`src/rtl/alu_pkg.sv`:
```
// Shared ALU definitions: op-code enum, flag bit positions and a sign-extension helper.
package alu_pkg;

  typedef enum logic [3:0] {
    ADD  = 4'd0,
    SUB  = 4'd1,
    AND  = 4'd2,
    OR   = 4'd3,
    XOR  = 4'd4,
    SLL  = 4'd5,
    SRL  = 4'd6,
    SRA  = 4'd7,
    SLT  = 4'd8,
    SLTU = 4'd9
  } aluop_t;

  localparam int FLAG_C = 2;
  localparam int FLAG_V = 1;
  localparam int FLAG_Z = 0;

  function automatic logic [63:0] sext32(input logic [31:0] v);
    return {{32{v[31]}}, v};
  endfunction

endpackage

```
`src/rtl/alu_op_decode.sv`:
```
// Maps the S1 op into ALU operands, carry-in and enables, plus result post-processing selects.
// W-form conditioning is built only when ALU_ISSUE_W_OPS_EN is defined.
module alu_op_decode
  import alu_pkg::*;
#(
  parameter int XLEN = 64
) (
  input  logic            valid_i,
  input  logic [3:0]      op_i,
  input  logic            w_i,
  input  logic [XLEN-1:0] a_i,
  input  logic [XLEN-1:0] b_i,
  output logic [XLEN-1:0] alu_a_o,
  output logic [XLEN-1:0] alu_b_o,
  output logic            alu_cflag_o,
  output logic            sum_en_o,
  output logic            and_en_o,
  output logic            xor_en_o,
  output logic            invb_en_o,
  output logic            lsh_en_o,
  output logic            rsh_en_o,
  output logic            err_o,
  output logic            slt_o,
  output logic            sltu_o,
  output logic            wsext_o
);

  logic w_ok;
  logic is_shift;

  // Operand conditioning and enable decode.
  always_comb begin
    alu_a_o     = a_i;
    alu_b_o     = b_i;
    alu_cflag_o = 1'b0;
    sum_en_o    = 1'b0;
    and_en_o    = 1'b0;
    xor_en_o    = 1'b0;
    invb_en_o   = 1'b0;
    lsh_en_o    = 1'b0;
    rsh_en_o    = 1'b0;
    slt_o       = 1'b0;
    sltu_o      = 1'b0;
    wsext_o     = 1'b0;
    is_shift    = (op_i == SLL) || (op_i == SRL) || (op_i == SRA);
`ifdef ALU_ISSUE_W_OPS_EN
    w_ok = (op_i == ADD) || (op_i == SUB) || is_shift;
`else
    w_ok = 1'b0;
`endif
    err_o = (op_i > 4'd9) || (w_i && !w_ok);

    if (valid_i && !err_o) begin
      case (op_i)
        ADD:  sum_en_o = 1'b1;
        SUB:  begin sum_en_o = 1'b1; invb_en_o = 1'b1; alu_cflag_o = 1'b1; end
        AND:  and_en_o = 1'b1;
        OR:   begin and_en_o = 1'b1; xor_en_o = 1'b1; end
        XOR:  xor_en_o = 1'b1;
        SLL:  lsh_en_o = 1'b1;
        SRL:  rsh_en_o = 1'b1;
        SRA:  begin rsh_en_o = 1'b1; alu_cflag_o = 1'b1; end
        SLT:  begin sum_en_o = 1'b1; invb_en_o = 1'b1; alu_cflag_o = 1'b1; slt_o = 1'b1; end
        SLTU: begin sum_en_o = 1'b1; invb_en_o = 1'b1; alu_cflag_o = 1'b1; sltu_o = 1'b1; end
        default: ;
      endcase
    end else begin
      alu_cflag_o = 1'b0;
    end

`ifdef ALU_ISSUE_W_OPS_EN
    // 32-bit shifts use a 5-bit amount and a 32-bit source extended to 64 bits.
    if (w_i && w_ok) begin
      wsext_o = 1'b1;
      if (is_shift) alu_b_o[5] = 1'b0;
      else          alu_b_o    = b_i;
      if (op_i == SRL)      alu_a_o = {32'd0, a_i[31:0]};
      else if (op_i == SRA) alu_a_o = sext32(a_i[31:0]);
      else                  alu_a_o = a_i;
    end else begin
      wsext_o = 1'b0;
    end
`endif
  end

endmodule

```
`src/rtl/alu_issue_stage.sv`:
```
// Two-entry elastic stage around the external ALU: S1 holds the op, S2 the post-processed result.
// Optional W-form support is enabled by defining ALU_ISSUE_W_OPS_EN.
module alu_issue_stage
  import alu_pkg::*;
#(
  parameter int XLEN = 64
) (
  input  logic            clk_i,
  input  logic            reset_i,
  input  logic            in_valid_i,
  output logic            in_ready_o,
  input  logic [3:0]      in_op_i,
  input  logic            in_w_i,
  input  logic [XLEN-1:0] in_a_i,
  input  logic [XLEN-1:0] in_b_i,
  input  logic [4:0]      in_tag_i,
  output logic [XLEN-1:0] alu_a_o,
  output logic [XLEN-1:0] alu_b_o,
  output logic            alu_cflag_o,
  output logic            alu_sum_en_o,
  output logic            alu_and_en_o,
  output logic            alu_xor_en_o,
  output logic            alu_invB_en_o,
  output logic            alu_lsh_en_o,
  output logic            alu_rsh_en_o,
  input  logic [XLEN-1:0] alu_out_i,
  input  logic            alu_cflag_i,
  input  logic            alu_vflag_i,
  input  logic            alu_zflag_i,
  output logic            res_valid_o,
  input  logic            res_ready_i,
  output logic [XLEN-1:0] res_data_o,
  output logic [4:0]      res_tag_o,
  output logic [2:0]      res_flags_o,
  output logic            res_err_o
);

  logic            s1_valid_q, s1_valid_d;
  logic [3:0]      s1_op_q, s1_op_d;
  logic            s1_w_q, s1_w_d;
  logic [XLEN-1:0] s1_a_q, s1_a_d, s1_b_q, s1_b_d;
  logic [4:0]      s1_tag_q, s1_tag_d;
  logic            s2_valid_q, s2_valid_d;
  logic [XLEN-1:0] s2_data_q, s2_data_d;
  logic [4:0]      s2_tag_q, s2_tag_d;
  logic [2:0]      s2_flags_q, s2_flags_d;
  logic            s2_err_q, s2_err_d;

  logic            s2_adv;
  logic            dec_err, dec_slt, dec_sltu, dec_wsext;
  logic [XLEN-1:0] res_s;
  logic [2:0]      flags_s;

  assign s2_adv     = !s2_valid_q || res_ready_i;
  assign in_ready_o = !s1_valid_q || s2_adv;

  alu_op_decode #(.XLEN(XLEN)) u_dec (
    .valid_i     (s1_valid_q),
    .op_i        (s1_op_q),
    .w_i         (s1_w_q),
    .a_i         (s1_a_q),
    .b_i         (s1_b_q),
    .alu_a_o     (alu_a_o),
    .alu_b_o     (alu_b_o),
    .alu_cflag_o (alu_cflag_o),
    .sum_en_o    (alu_sum_en_o),
    .and_en_o    (alu_and_en_o),
    .xor_en_o    (alu_xor_en_o),
    .invb_en_o   (alu_invB_en_o),
    .lsh_en_o    (alu_lsh_en_o),
    .rsh_en_o    (alu_rsh_en_o),
    .err_o       (dec_err),
    .slt_o       (dec_slt),
    .sltu_o      (dec_sltu),
    .wsext_o     (dec_wsext)
  );

  // Result post-processing; flags are taken raw from the ALU.
  always_comb begin
    flags_s         = 3'd0;
    flags_s[FLAG_C] = alu_cflag_i;
    flags_s[FLAG_V] = alu_vflag_i;
    flags_s[FLAG_Z] = alu_zflag_i;
    if (dec_err)        res_s = {XLEN{1'b0}};
    else if (dec_slt)   res_s = {{(XLEN-1){1'b0}}, alu_out_i[XLEN-1] ^ alu_vflag_i};
    else if (dec_sltu)  res_s = {{(XLEN-1){1'b0}}, !alu_cflag_i};
    else if (dec_wsext) res_s = sext32(alu_out_i[31:0]);
    else                res_s = alu_out_i;
  end

  // Next-state for both pipeline registers; S1 may refill on the edge it drains.
  always_comb begin
    s1_valid_d = s1_valid_q;
    s1_op_d    = s1_op_q;
    s1_w_d     = s1_w_q;
    s1_a_d     = s1_a_q;
    s1_b_d     = s1_b_q;
    s1_tag_d   = s1_tag_q;
    s2_valid_d = s2_valid_q;
    s2_data_d  = s2_data_q;
    s2_tag_d   = s2_tag_q;
    s2_flags_d = s2_flags_q;
    s2_err_d   = s2_err_q;
    if (s2_adv) begin
      s2_valid_d = s1_valid_q;
      if (s1_valid_q) begin
        s2_data_d  = res_s;
        s2_tag_d   = s1_tag_q;
        s2_flags_d = flags_s;
        s2_err_d   = dec_err;
      end else begin
        s2_err_d   = s2_err_q;
      end
    end else begin
      s2_valid_d = s2_valid_q;
    end
    if (in_valid_i && in_ready_o) begin
      s1_valid_d = 1'b1;
      s1_op_d    = in_op_i;
      s1_w_d     = in_w_i;
      s1_a_d     = in_a_i;
      s1_b_d     = in_b_i;
      s1_tag_d   = in_tag_i;
    end else if (s2_adv) begin
      s1_valid_d = 1'b0;
    end else begin
      s1_valid_d = s1_valid_q;
    end
  end

  // Pipeline registers with synchronous reset.
  always_ff @(posedge clk_i) begin
    if (reset_i) begin
      s1_valid_q <= 1'b0;
      s1_op_q    <= 4'd0;
      s1_w_q     <= 1'b0;
      s1_a_q     <= {XLEN{1'b0}};
      s1_b_q     <= {XLEN{1'b0}};
      s1_tag_q   <= 5'd0;
      s2_valid_q <= 1'b0;
      s2_data_q  <= {XLEN{1'b0}};
      s2_tag_q   <= 5'd0;
      s2_flags_q <= 3'd0;
      s2_err_q   <= 1'b0;
    end else begin
      s1_valid_q <= s1_valid_d;
      s1_op_q    <= s1_op_d;
      s1_w_q     <= s1_w_d;
      s1_a_q     <= s1_a_d;
      s1_b_q     <= s1_b_d;
      s1_tag_q   <= s1_tag_d;
      s2_valid_q <= s2_valid_d;
      s2_data_q  <= s2_data_d;
      s2_tag_q   <= s2_tag_d;
      s2_flags_q <= s2_flags_d;
      s2_err_q   <= s2_err_d;
    end
  end

  assign res_valid_o = s2_valid_q;
  assign res_data_o  = s2_data_q;
  assign res_tag_o   = s2_tag_q;
  assign res_flags_o = s2_flags_q;
  assign res_err_o   = s2_err_q;

endmodule

```
`config.mk`:
```
export PLATFORM = sky130hd
export DESIGN_NAME = alu_issue_stage
export DESIGN_NICKNAME = d
export VERILOG_FILES = /design/src/rtl/alu_pkg.sv /design/src/rtl/alu_op_decode.sv /design/src/rtl/alu_issue_stage.sv
export SDC_FILE = /design/constraint.sdc
export NUM_CORES = 1
export LEC_CHECK = 0
export CAP_MARGIN = 40
export CORE_AREA = 2 2 161 163
export CTS_BUF_LIST = sky130_fd_sc_hd__clkbuf_8
export DETAILED_ROUTE_END_ITERATION = 16
export DIE_AREA = 0 0 163 165
export PLACE_DENSITY_LB_ADDON = 0.25
export SLEW_MARGIN = 20
export SYNTH_ARGS = -nofsm -noshare
export SYNTH_HDL_FRONTEND = slang
export SYNTH_HIERARCHICAL = 1
export SYNTH_SLANG_ARGS = --single-unit
```
`constraint.sdc`:
```
create_clock -name clk_i -period 1.9 [get_ports clk_i]
set_input_delay 0.38 -clock clk_i [delete_from_list [all_inputs] [get_ports clk_i]]
set_output_delay 0.38 -clock clk_i [all_outputs]
set_load 0.01 [all_outputs]
```
==> results.yml <==
logic_synthesis:
  yosys_warnings: 6
  syn_area_um2: 9650
  synth_ff_type: "dfxtp_1"
  syn_nets: 1386
  synth_cells: 1177
  synth_edf_count: 0
  synth.distinct_cells: 32
  ys_seq_area_share_pct: 44.2
  syn_avg_cell_area_um2: 8.20
  synth-seq-cells: 213
  async_flop_share_pct: 0
final_layout:
  layout.cells.non_filler: 1778
  drive_above_1_share_pct: 9.12
  fillCellCount: 2327
  layout_commonest_cell: "clkdlybuf4s50_1"
  area_growth_pct: 45.2
  final_cell_mix: "clkdlybuf4s50_1, a21oi_1, dfxtp_1"
  nets: 1630
routing:
  num_vias: 9573
  ant_nets: 0
  drt-wirelength-per-cell_um: 18.8
  wirelength_mm: 33.4
  vias_per_cell: 5.38
  drc_errors: 0
  drtIter0Drc: 910
  firstDrtPassIters: 5
timing:
  max_freq_mhz: 525
  setup_viol: 1
  finalWorstSetupSlack_ps: -4.64
  finalCritPeriodShare_pct: 100
  maxSlewViolCount: 0
  worst_hold_slack_ps: 241
  tightest_slew_ps: 1180
  clock_skew_ps: 25.9
  fin_crit_ps: 1900
  hold_viol: 0
  rsz0062_at_grt: "yes"
  slew_headroom_pct: 21.1
global_routing:
  grt_max_degree: 139
  grt_usage_pct: 23.1
  grt_pass1_vias: 9082
  overflow: 0
  antenna_found_initial: 1
  grt_pass1_wl_mm: 50.3
clock_network:
  cts_max_path_buffers: 3
  htreeDepth: 2
  clk_pin_slew_ps: 60
  cts_tree: "built"
  insertion_delay_ps: 530
  numCtsBuffers: 39
  ctsHoldBuffers: 0
  cts_root_buf: "clkbuf_8"
  cts_sinks: 213
floorplan:
  die_w_um: 163
  core_area_um2: 25000
  rows: 58
  io_pins: 419
  die_y_um: 165
  die_area_um2: 26900
  start_util_pct: 38.6
setup_path:
  worstSetupEndpointType: "output port"
  cp_data_required_time_ps: 1520
  critical_path_class: "reg2out"
  cp_max_fo: 5
  cp-start-kind: "register"
  arrival_ps: 1520
pwr:
  power_density_nw_per_um2: 801
  p_seq_share_pct: 43.0
  clockPowerShare_pct: 40.4
  p_sw_share_pct: 25.5
  ir_worst_vdd_mv: 0.467
  p_leak_nw: 4.99
  switchingPower_mw: 2.86
  pwr-share-comb_pct: 16.6
  intPower_mw: 8.37
place:
  port-buffer-count: 418
  hpwl_mm: 21.4
  routabilityCongestion: 0.846
  place_inst: 1705
run_status:
  status: "finished with violations"
  violations: "negative setup slack"
min_path:
  hold_path_class: "in2reg"
job:
  cap_violations: 0
-- power by group through the flow --
stage          sequential (mW)  clock, mW  combinational, mW
2_1_floorplan             4.93          0              0.906
3_3_place_gp              4.91          0               1.81
3_5_place_dp              4.92          0               1.82
4_1_cts                   4.82       4.67               1.83
5_1_grt                   4.85       4.88               2.00
6_report                  4.82       4.54               1.87
-- final timing paths --
path                  start             end  slack [ps]  cells past startpoint
max              s1_op_q[0]     alu_cflag_o          -5                      4
min                 reset_i  res_data_o[56]         240                      2
max reg2reg      s1_valid_q  res_data_o[31]          80                      8
min reg2reg  res_data_o[50]  res_data_o[50]         470                      2
-- stage by stage --
step           total power, mW  worst slack [ps]  utilization (%)  setup TNS [ps]  area, um2
3_5_place_dp              6.74              -171             52.4           -8370      13100
6_report                  11.2             -4.64             56.0           -4.64      14000
2_1_floorplan             5.83               255                -               0       9650
3_3_place_gp              6.72              -142             52.4           -3370      13100
4_1_cts                   11.3              1.59             55.6               0      13900
5_1_grt                   11.7             -66.6             56.0            -233      14000
-- Yosys cell counts, drive strengths merged, types with 2 or more instances --
| master | n | area (um2) |
|---|---|---|
| clkbuf | 70 | 263 |
| nor2 | 6 | 22.5 |
| nand3 | 147 | 736 |
| nor2b | 34 | 215 |
| inv | 4 | 15.0 |
| nand4 | 31 | 194 |
| nor3 | 3 | 26.3 |
| nand2 | 5 | 18.8 |
| nor3b | 3 | 22.5 |
| o21ai | 212 | 1060 |
| and2b | 2 | 15.0 |
| dfxtp | 213 | 4260 |
| buf | 188 | 1360 |
| nand2b | 4 | 25.0 |
| o2111ai | 32 | 280 |
| a21oi | 214 | 1070 |
-- layout make-up --
| class | instances | area, um2 | area share [%] |
|---|---|---|---|
| diodes | 1 | 2.50 | 0.0179 |
| clock buffers | 57 | 785 | 5.60 |
| clock inverters | 10 | 42.5 | 0.304 |
| inverters | 4 | 18.8 | 0.134 |
| multi-input cells | 702 | 3790 | 27.1 |
| flip-flops and latches | 213 | 4280 | 30.5 |
| well taps | 330 | 413 | 2.95 |
| repair buffers | 461 | 4680 | 33.4 |
-- layer usage --
layer	global-route usage (%)	routed length [um]
met3	6.05	2430
met5	0	0
met2	37.2	15800
met4	10.6	1400
met1	29.1	13800
-- what timing repair did --
item                       in CTS  in global routing
setup endpoints to repair       9                  8
buffers inserted                1                  3
gates resized for setup        40                 14
gates cloned                    0                  1
pin swaps                       0                  3
-- registers in the layout, summed over array words and instances, names as in the netlist, 3 cells and up --
signal	count
res_data_o	64
s1_a_q	64
s1_b_q	64
res_tag_o	5
s1_tag_q	5
s1_op_q	4
res_flags_o	3
-- cell families (layout without fill, tap and decap cells) --
| group | count (synthesis) | count (layout) | share of synthesized area [%] |
|---|---|---|---|
| AOI/OAI and AO/OA | 461 | 461 | 25.3 |
| xor gates and xnor gates | 1 | 1 | 0.0907 |
| buffers and inverters | 262 | 532 | 16.9 |
| DFF | 213 | 213 | 44.2 |
| other | 1 | 2 | 0.0388 |
| and+or+nand+nor | 239 | 239 | 13.5 |
-- critical path, cell delays in order (launching register included) --
cell and delay (ps):
dfxtp_4 370, nor2_2 50, o32a_1 300, nor2_2 150
buf_6 130
(Power assumes the default switching activity.)
